**src/rtl/montgomery_req_arbiter.sv**
```systemverilog
// Round-robin arbiter sharing one pipelined Montgomery reducer between two requesters.
// Define MONT_ARB_CHECK_EN to build the sticky tag/valid and FIFO-overflow checker on error_o.
package params_pkg;
   localparam logic [63:0] MODULUS        = 64'd8380417;
   localparam logic [63:0] MODULUS_LENGTH = 64'd23;
   localparam logic [63:0] MOD_INV        = 64'd58728449;
endpackage

module montgomery_req_arbiter
   import params_pkg::*;
#(
   parameter int DATA_LENGTH = 64,
   parameter int LATENCY     = 4,
   parameter int FIFO_DEPTH  = 4
) (
   input  logic                        clk_i,
   input  logic                        rst_i,
   input  logic [1:0]                  req_valid_i,
   input  logic [1:0][DATA_LENGTH-1:0] req_data_i,
   output logic [1:0]                  req_ready_o,
   output logic                        red_start_o,
   output logic [DATA_LENGTH-1:0]      red_x_o,
   output logic [DATA_LENGTH-1:0]      red_q_o,
   output logic [DATA_LENGTH-1:0]      red_q_bl_o,
   output logic [DATA_LENGTH-1:0]      red_qinv_o,
   input  logic [DATA_LENGTH-1:0]      red_result_i,
   input  logic                        red_valid_i,
   output logic [1:0]                  rsp_valid_o,
   output logic [1:0][DATA_LENGTH-1:0] rsp_data_o,
   input  logic [1:0]                  rsp_ready_i,
   output logic                        idle_o,
   output logic                        error_o
);
   localparam int CW = $clog2(FIFO_DEPTH) + 1;
   localparam int PW = $clog2(FIFO_DEPTH);
   localparam logic [CW-1:0] DEPTH_C = CW'(FIFO_DEPTH);

   logic [1:0]             elig, grant, pop, push, full;
   logic                   last_q, last_d;
   logic                   start_q, start_d;
   logic                   id_q, id_d;
   logic [DATA_LENGTH-1:0] x_q, x_d;
   logic [LATENCY-1:0]     tag_vld_q, tag_vld_d;
   logic [LATENCY-1:0]     tag_id_q, tag_id_d;
   logic                   tag_out_vld, tag_out_id;
   logic [1:0][CW-1:0]     cnt_q, cnt_d;
   logic [1:0][CW-1:0]     occ_q, occ_d;
   logic [1:0][PW-1:0]     wptr_q, wptr_d, rptr_q, rptr_d;
   logic [DATA_LENGTH-1:0] mem_q [2][FIFO_DEPTH];
   logic                   idle_q, idle_d;

   assign red_q_o    = DATA_LENGTH'(MODULUS);
   assign red_q_bl_o = DATA_LENGTH'(MODULUS_LENGTH);
   assign red_qinv_o = DATA_LENGTH'(MOD_INV);

   // Grant goes to the eligible requester; on a tie, to the one that was not served last.
   always_comb begin
      elig  = '0;
      grant = '0;
      for (int k = 0; k < 2; k++) begin
         elig[k] = req_valid_i[k] && (cnt_q[k] < DEPTH_C);
      end
      if (elig == 2'b11) begin
         grant = last_q ? 2'b01 : 2'b10;
      end else begin
         grant = elig;
      end
      if (rst_i) begin
         grant = '0;
      end
   end

   assign req_ready_o = grant;

   always_comb begin
      last_d  = last_q;
      start_d = |grant;
      id_d    = id_q;
      x_d     = x_q;
      if (|grant) begin
         id_d   = grant[1];
         last_d = grant[1];
         x_d    = req_data_i[grant[1]];
      end
   end

   // Tag pipeline is fed from the registered issue so its output lines up with red_valid_i.
   always_comb begin
      tag_vld_d    = '0;
      tag_id_d     = '0;
      tag_vld_d[0] = start_q;
      tag_id_d[0]  = id_q;
      for (int i = 1; i < LATENCY; i++) begin
         tag_vld_d[i] = tag_vld_q[i-1];
         tag_id_d[i]  = tag_id_q[i-1];
      end
   end

   assign tag_out_vld = tag_vld_q[LATENCY-1];
   assign tag_out_id  = tag_id_q[LATENCY-1];

   always_comb begin
      full   = '0;
      pop    = '0;
      push   = '0;
      occ_d  = occ_q;
      cnt_d  = cnt_q;
      wptr_d = wptr_q;
      rptr_d = rptr_q;
      for (int k = 0; k < 2; k++) begin
         full[k]   = (occ_q[k] == DEPTH_C);
         pop[k]    = rsp_ready_i[k] && (occ_q[k] != '0);
         push[k]   = tag_out_vld && (tag_out_id == 1'(k)) && (!full[k] || pop[k]);
         occ_d[k]  = occ_q[k] + CW'(push[k]) - CW'(pop[k]);
         cnt_d[k]  = cnt_q[k] + CW'(grant[k]) - CW'(pop[k]);
         wptr_d[k] = wptr_q[k] + PW'(push[k]);
         rptr_d[k] = rptr_q[k] + PW'(pop[k]);
      end
   end

   always_comb begin
      for (int k = 0; k < 2; k++) begin
         rsp_valid_o[k] = (occ_q[k] != '0);
         rsp_data_o[k]  = rsp_valid_o[k] ? mem_q[k][rptr_q[k]] : '0;
      end
   end

   assign idle_d      = (tag_vld_d == '0) && !start_d && (occ_d == '0) && (cnt_d == '0);
   assign idle_o      = idle_q;
   assign red_start_o = start_q;
   assign red_x_o     = x_q;

   always_ff @(posedge clk_i) begin
      if (rst_i) begin
         last_q    <= 1'b1;
         start_q   <= 1'b0;
         x_q       <= '0;
         tag_vld_q <= '0;
         cnt_q     <= '0;
         occ_q     <= '0;
         wptr_q    <= '0;
         rptr_q    <= '0;
         idle_q    <= 1'b1;
      end else begin
         last_q    <= last_d;
         start_q   <= start_d;
         x_q       <= x_d;
         tag_vld_q <= tag_vld_d;
         cnt_q     <= cnt_d;
         occ_q     <= occ_d;
         wptr_q    <= wptr_d;
         rptr_q    <= rptr_d;
         idle_q    <= idle_d;
      end
   end

   always_ff @(posedge clk_i) begin
      id_q     <= id_d;
      tag_id_q <= tag_id_d;
      for (int k = 0; k < 2; k++) begin
         if (push[k]) begin
            mem_q[k][wptr_q[k]] <= red_result_i;
         end
      end
   end

`ifdef MONT_ARB_CHECK_EN
   logic error_q, error_d;

   always_comb begin
      error_d = error_q;
      if (red_valid_i != tag_out_vld) begin
         error_d = 1'b1;
      end
      for (int k = 0; k < 2; k++) begin
         if (tag_out_vld && (tag_out_id == 1'(k)) && full[k] && !pop[k]) begin
            error_d = 1'b1;
         end
      end
   end

   always_ff @(posedge clk_i) begin
      if (rst_i) begin
         error_q <= 1'b0;
      end else begin
         error_q <= error_d;
      end
   end

   assign error_o = error_q;
`else
   logic unused_red_valid;
   assign unused_red_valid = red_valid_i;
   assign error_o          = 1'b0;
`endif

endmodule

```
**config.mk**
```make
export PLATFORM = sky130hd
export DESIGN_NAME = montgomery_req_arbiter
export DESIGN_NICKNAME = d
export VERILOG_FILES = /design/src/rtl/montgomery_req_arbiter.sv
export SDC_FILE = /design/constraint.sdc
export NUM_CORES = 1
export LEC_CHECK = 0
export CORE_MARGIN = 4
export CORE_UTILIZATION = 50
export DETAILED_ROUTE_END_ITERATION = 8
export GPL_TIMING_DRIVEN = 1
export PLACE_DENSITY_LB_ADDON = 0.25
export SETUP_SLACK_MARGIN = 0.5
export SYNTH_ARGS = -nofsm -noshare
export SYNTH_HDL_FRONTEND = slang
export SYNTH_SLANG_ARGS = --single-unit
export TNS_END_PERCENT = 10
```
**constraint.sdc**
```tcl
create_clock -name clk_i -period 10.9 [get_ports clk_i]
set_input_delay 1.635 -clock clk_i [delete_from_list [all_inputs] [get_ports clk_i]]
set_output_delay 1.635 -clock clk_i [all_outputs]
set_load 0.05 [all_outputs]
```
-- After elaboration in Yosys (flattened, before gate mapping)
Memory sizes are Yosys's and may differ from the RTL's.
Index checks and enable logic that the tools add are counted.
Widths: inputs -> output; s select.
- memories: 1
- register bits after elaboration: 96
- RAM bits: 512
- logic and storage cells: 94
- order comparisons: 9
- mux-type cells: 24
- equal/unequal tests: 3
- bitwise gates (word level): 5
- add/subtract/negate cells: 12
- reduce and logical (&&, ||, !) cells: 25
- memories (name ; words ; bits a word ; read ports ; clocked after Yosys merged registers in ; write ports ; RTL line ; text):
    mem_q ; 2 ; 256 ; 2 ; 0 ; 1 ; 49 ; logic [DATA_LENGTH-1:0] mem_q [2][FIFO_DEPTH];
- operators by type and width (kind ; count):
    $mux 256 ; 4
    $mux 64 ; 10
    $bmux 64 s2 ; 2
    $demux 64 s2 ; 2
    $reduce_or 256->1 ; 1
    $logic_and 1x1->1 ; 13
    $add 3x1->3 ; 4
    $ge 3x3->1 const B ; 4
    $logic_not 6->1 ; 2
    $not 2->3 ; 4
    $sub 3x1->3 ; 4
    $add 2x1->2 ; 4
    $eq 3x3->1 const B ; 2
    $lt 3x1->1 const B ; 2
    $lt 3x3->1 const B ; 2
    $mux 2 ; 3
    $reduce_bool 3->1 ; 2
    $logic_not 4->1 ; 1
    $logic_not 1->1 ; 3
    $mux 1 ; 3
    $eq 2x2->1 const B ; 1
    $logic_or 1x1->1 ; 2
    $lt 1x2->1 const B ; 1
    $reduce_or 2->1 ; 1
    $not 1->1 ; 1

-- Longest topological paths before layout
- depth in word-level cells: 10
- depth in mapped cells: 11
- depth with buffers taken out: 10

-- Least setup slack after synthesis
Ideal clock, no wire load.
- path type: input -> register
- start: input port rsp_ready_i[1]
- end: memory mem_q[0][320] in the netlist's numbering (enable)
- path slack: 1.927 ns
- data required time: 10.233 ns
- library setup time: 0.667 ns
- stages on the path: 2
- arrival: 8.306 ns
- path through: nor4b_2 -> nor4b_1
- longest elaborated chain between the ends: 7
- elaborated cells on any way between the ends: 8
- ends and longest elaborated chain (what ; RTL line ; text):
    start: declaration ; 30 ; input logic [1:0] rsp_ready_i,
    $logic_and 1x1->1 (*) ; 112 ; pop[k] = rsp_ready_i[k] && (occ_q[k] != '0);
    $logic_or 1x1->1 (*) ; 113 ; push[k] = tag_out_vld && (tag_out_id == 1'(k)) && (!full[k] || pop[k]);
    $logic_and 1x1->1 (*) ; 113 ;
    $mux 1 (*) ; 161 ; if (push[k]) begin
    $mux 256 (implied by the code) (*) ; 162 ; mem_q[k][wptr_q[k]] <= red_result_i;
    $reduce_or 256->1 (no source line) ; - ;
    $mux 1 (no source line) / $mux 256 (equally long branches) ; - ;
    end: declaration ; 49 ;
Every way passes the cells marked *; elsewhere a longest branch is shown, timed or not.

-- Worst setup path after layout
- start: input port rst_i
- end: output port req_ready_o[1]
- longest elaborated chain between the ends: 1
- ends and longest elaborated chain (what ; RTL line ; text):
    start: declaration ; 17 ; input logic rst_i,
    $mux 2 ; 68 ; if (rst_i) begin
    end: declaration ; 20 ; output logic [1:0] req_ready_o,
Every way passes these cells.

==> flow_summary.yaml <==
routing:
  drt.antenna.violating_nets: 0
  detail_route.vias_per_cell: 5.36
  first_pass_iters: 5
  routed_wirelength_um: 61300
  routedWlPerCell_um: 23.4
  vias: 14000
  drcViolationCount: 0
  dr.first_iter.drc_count: 1045
grt:
  grt_first_pass_wirelength_um: 90200
  gr-total-overflow: 0
  antenna_found_initial: 6
  grt.total_usage_pct: 22.1
  grt_max_degree: 72
  grt_pass1_vias: 14400
cts:
  root_buffer: "clkbuf_16"
  cts_buffers: 59
  cts.sinks: 608
  tritoncts: "yes"
  holdBufCountCts: 0
  clock_path_buffers: 3
  insertion_delay_ns: 0.61
  cts-resized-gates: 0
  cts_setup_buffers: 0
  clk_pin_slew_ns: 0.05
  cts.htree.levels: 2
placement:
  gp_congestion: 0.820
  numPortBuffers: 395
  dpl.hpwl_um: 37200
  post_dp_cell_area_um2: 29100
finish:
  multiInputGateArea_um2: 6730
  area_growth_pct: 21.7
  layout-drive-gt1-share_pct: 13.0
  final_nets: 2112
  fin_area_um2: 30900
  seqCellArea_um2: 17300
  fillerInstances: 3687
setup_path:
  r2r-end: "idle_o"
  slowest_stage: "clkdlybuf4s50_1"
  crit_top_cell: "clkdlybuf4s50_1"
  cp_cell_sequence: "clkdlybuf4s50_1, or3b_2, buf_4, nor2_1, clkdlybuf4s50_1"
  arrival_ns: 4.84
  crit_family: "buffers and inverters"
  reg2regPathDepth: 9
  r2r_slack_ns: 7.64
  critPathBufInv: 3
  start_kind: "input port"
  critical_path_class: "in -> out"
  reg2reg_from: "occ_q[4]"
  cp_data_required_time_ns: 9.27
  critPathMaxStageDelay_ns: 0.90
  cp-end-kind: "output pin"
  path_max_fanout: 65
worst_hold_path:
  hold_class: "reg -> reg"
  hold_start: "tag_id_q[2]"
  holdPathStages: 0
  min_to: "tag_id_q[3]"
sta:
  setup-violations-final: 0
  fin_skew_ns: 0.0251
  hold_viol: 0
  tightest_slew_ns: 1.13
  fin_crit_sh_pct: 59.4
  maxSlewViolCount: 0
  fmax_mhz: 155
  rsz0062_at_grt: "false"
  finalSetupTns_ns: 0
  slew_headroom_pct: 24.8
  period_needed_ns: 6.47
synth:
  netlist_area_um2: 25300
  synth_edf_count: 513
  async_flop_share_pct: 0
  synth_top_flop_cell: "edfxtp_1"
  syn_area_per_cell_um2: 16.7
  ys_seq_elements: 608
  synth.distinct_cells: 39
  synthCells: 1518
  yosys_warnings: 0
  yosysSeqAreaShare_pct: 68.3
die:
  die_area_um2: 54400
  floorplan.initialDensity_pct: 50.5
  io_pins: 590
  core_area_um2: 50200
  die_y_um: 233
  std_cell_rows: 82
  die_x_um: 233
status:
  status: "finished clean"
power:
  cellPowerDensity_nw_per_um2: 251
  leakagePower_nw: 10.3
  ir_worst_vdd_uv: 132
flow_run:
  drv_cap: 0
## worst register-to-register path, cell delays in order (launching register included)
cell     delay [ns]
dfxtp_1        0.36
or3_4          0.71
and2_1         0.36
ha_1           0.28
inv_1          0.04
ha_1           0.19
fa_1           0.46
or4_1          0.50
nor2_1         0.12
a41o_1         0.18
## layout by cell type, fill, tap and decap left out, types with 3 or more instances in the layout
cell type        count
a31oi_1             64
and2_1             134
buf_4               25
clkbuf_1            26
clkbuf_16           59
clkdlybuf4s50_1    395
clkinv_1             6
clkinv_2            11
conb_1             193
dfxtp_1             91
dfxtp_4              4
diode_2              5
edfxtp_1           513
fa_1                 4
ha_1                12
inv_1               16
inv_2                3
mux4_2             128
nand2_1              4
nand3_1             64
nor2_1               9
nor2b_1             14
nor3b_2              3
nor4b_2              3
o21ai_0             10
o21ai_1             56
o31ai_1             64
xnor2_1              4
## power by group
part / internal (mW) / leakage, nW / switching [mW]
Clock: 1.02 / 0.838 / 0.819
Sequential: 2.60 / 5.41 / 0.123
Combinational: 1.11 / 4.04 / 2.06
## per-stage QoR
stage               hold WS [ns]  utilization (%)  total power, mW  instances  worst slack [ns]
global route               0.344             61.5             8.07       2617              4.26
detailed placement         0.313             58.0             5.98       2508              4.35
finish                     0.329             61.5             7.74       2621              4.43
floorplan                  0.310                -             5.02       1709              1.93
global placement           0.315             58.0             5.97       2508              4.36
CTS                        0.333             61.5             7.83       2616              4.36
## layout make-up
class	instances	share of cell area, %
antenna	5	0.0406
tap	672	2.73
sequential	608	56.1
clock inverter	23	0.511
multi-input combinational	789	21.8
inverter	19	0.231
clock buffer	85	5.10
timing repair buffer	420	13.4
## sequential cells by signal, indices dropped and copies added (netlist names)
register / count
cnt_q: 6
id_q: 1
idle_o: 1
last_q: 1
mem_q: 512
occ_q: 6
red_start_o: 1
red_x_o: 64
rptr_q: 4
tag_id_q: 4
tag_vld_q: 4
wptr_q: 4
## cells in the mapped netlist (19+ instances only)
master / n / area [µm²]
buf_2: 37 / 185
clkbuf_1: 41 / 154
nand3_1: 64 / 320
a31oi_1: 64 / 400
mux4_2: 128 / 2880
and2_1: 134 / 838
buf_4: 196 / 1470
o31ai_1: 64 / 480
edfxtp_1: 513 / 15400
dfxtp_1: 95 / 1900
o21ai_1: 56 / 280
buf_6: 19 / 214
## worst max-delay path by stage
stage | to | slack (ns) | from | cells after the start
CTS | req_ready_o[1] | 4.36 | rst_i | 5
global route | req_ready_o[1] | 4.26 | rst_i | 5
global placement | req_ready_o[1] | 4.36 | rst_i | 5
detailed placement | req_ready_o[1] | 4.35 | rst_i | 5
finish | req_ready_o[1] | 4.43 | rst_i | 5
floorplan | mem_q[0][320] | 1.93 | rsp_ready_i[1] | 2
## routing by layer
metal,track usage [%],up-vias,part of all wire (%)
met5,0,-,0.039
met4,6.39,4,2.7
met1,28.3,7129,37
li1,-,6241,-
met2,37.7,593,51
met3,5.63,76,8.5
## cell families (layout without fill, tap and decap cells)
logic type | after synthesis | in the layout | share of synthesized area [%]
flip-flops | 608 | 608 | 68.3
AO/OA/AOI/OAI | 196 | 196 | 4.84
buffers and inverters | 312 | 547 | 8.27
AND/OR/NAND/NOR | 248 | 248 | 5.80
multiplexers | 128 | 128 | 11.4
adder cells (fa/ha/maj) | 16 | 16 | 0.908
other | 2 | 198 | 0.0296
XOR/XNOR | 8 | 8 | 0.503
(Power assumes the default switching activity.)
==> variant: new RTL, same flow settings <==
Change the parameter `DATA_LENGTH` from 64 to 32.
--- a/src/rtl/montgomery_req_arbiter.sv
+++ b/src/rtl/montgomery_req_arbiter.sv
@@ -10,5 +10,5 @@
    import params_pkg::*;
 #(
-   parameter int DATA_LENGTH = 64,
+   parameter int DATA_LENGTH = 32,
    parameter int LATENCY     = 4,
    parameter int FIFO_DEPTH  = 4
Ports: changed (7 resized); port bits go from 590 to 302. No check against the original RTL was run, so the function may have changed too.
==> variant against the original RTL <==
  * Routed wire length shrank 54%
  * Synthesized cell count is 45% lower
  * Design area down 47%
  * Sequential cell count is 288 lower
  * Cell count is 47% lower
  * Power is 44% lower
  * Combinational power down 45%
  * Global-route usage down 3.1 points
  * Worst setup slack improved by 480 ps
  * Synthesized area is 47% lower
  * Critical endpoint unchanged
==> variant: results (changes against the original RTL) <==
[status]
outcome=finished, final reports clean

[yosys]
synth_area_leaders=edfxtp_1, mux4_2, dfxtp_1, buf_4, nor2b_1
synth_edf_count=257  ; -50%
yosys.area_share.adder_pct=1.532  ; +0.62 points
ys_seq_area_share_pct=67.05  ; -1.2 points
synth_compound_area_share_pct=4.822  ; -0.016 points
muxShareOfSynthArea_pct=10.76  ; -0.61 points
synth_common_cells=edfxtp_1, buf_4, mux4_2
ys_async_sr_fraction_pct=0  ; unchanged
synth_cell_types=41  ; +5.1%
synth_xor_area_share_pct=1.084  ; +0.58 points
yosysWarnings=0  ; unchanged

[timing]
worstMarginPinSlew_ps=1303  ; +175.6 ps
skew_ps=16.77  ; -8.344 ps

[place]
place_area_mm2=0.01540  ; -47%
port_buffers=203  ; -49%
dpl.hpwl_um=17290  ; -54%
routabilityCongestion=0.7946  ; -3.0%

[cts]
clockRootBuffer=clkbuf_16
cts_buffer_depth=3  ; unchanged
clock_latency_ps=500  ; -110 ps
cts_inserted_buffers=34  ; -42%
h-tree-depth=2  ; unchanged

[drt]
routed_via_density=5.312  ; -0.86%
wl_per_cell_um=20.37  ; -13%
firstDrtPassIters=5  ; unchanged
drt_iter0_drc=505  ; -52%

[power]
ir_drop_uv=125.9  ; -4.9%
p_leak_uw=0.005678  ; -45%

[global_routing]
grt_pass1_wl_um=42640  ; -53%
grt.overflow.total=0  ; unchanged
grt_pass1_vias=7458  ; -48%
grt_use_total_pct=19.02  ; -3.1 points
use_met1_pct=24.33  ; -3.9 points
grtUsageMet3_pct=6.114  ; +0.48 points
use_met2_pct=31.90  ; -5.8 points
grt_max_degree=40  ; -44%
antenna_found_initial=1  ; -5

[worst_setup_path]
critPathArrivalTime_ps=4360  ; -480 ps
reg2reg_depth=10  ; +1
critPathMaxFanout=33  ; -49%

[cells_and_area]
nets=1150  ; -46%
largest_reg_flops=256  ; -50%
drive_gt1_share_pct=13.99  ; +1.0 points

[variant: layout make-up]
cell class                      instances  area (um^2)
Sequential cell                       320         8984
Timing Repair Buffer                  218         2145
Clock buffer                           48        974.7
Tap cell                              335        419.2
Fill cell                            1951         9702
Clock inverter                         13        122.6
Inverter                               20        75.07
Antenna cell                            1        2.502
Multi-Input combinational cell        439         3782
[variant: kinds of logic (layout without fill, tap and decap cells)]
kind of cell,count (synthesis),count (layout)
AO/OA/AOI/OAI,102,102
XOR/XNOR,10,10
adder cells (fa/ha/maj),14,14
buffers and inverters,168,299
flip-flops,320,320
multiplexers,64,64
other,2,98
AND/OR/NAND/NOR,152,152
[variant: path summary, 6_finish.rpt]
| kind | to | from | slack, ps |
|---|---|---|---|
| hold reg to reg | tag_id_q[3] | tag_id_q[2] | 330 |
| hold / removal | tag_id_q[3] | tag_id_q[2] | 330 |
| setup reg to reg | idle_o | occ_q[4] | 7560 |
| setup / recovery | req_ready_o[1] | rst_i | 4910 |
[variant: where the power goes]
part | internal, uW | switching, uW | total, uW
Sequential | 1370 | 69.5 | 1440
Combinational | 636 | 1100 | 1740
Clock | 673 | 443 | 1120
[variant: per-stage QoR]
stage	setup WS, ps	instances	util [%]	power, uW	hold slack (ps)
6_report	4906	1394	62.98	4298	328.2
4_1_cts	4906	1393	62.97	4348	329.8
5_1_grt	4837	1393	62.97	4489	340.6
3_5_place_dp	4923	1332	58.78	3228	315.4
2_1_floorplan	5286	927	-	2714	309.6
3_3_place_gp	4906	1332	58.78	3217	311.5
[variant: metal layers]
metal	up-vias	wire, um
li1	3376	-
met1	3692	11320
met2	296	14070
met3	39	2499
met4	2	490
met5	-	13
[variant: worst max-delay path, cell delays in order]
cell             delay (ps)
clkdlybuf4s50_1         420
buf_4                   230
or3b_1                  810
nor2_1                  380
clkdlybuf4s50_1         870
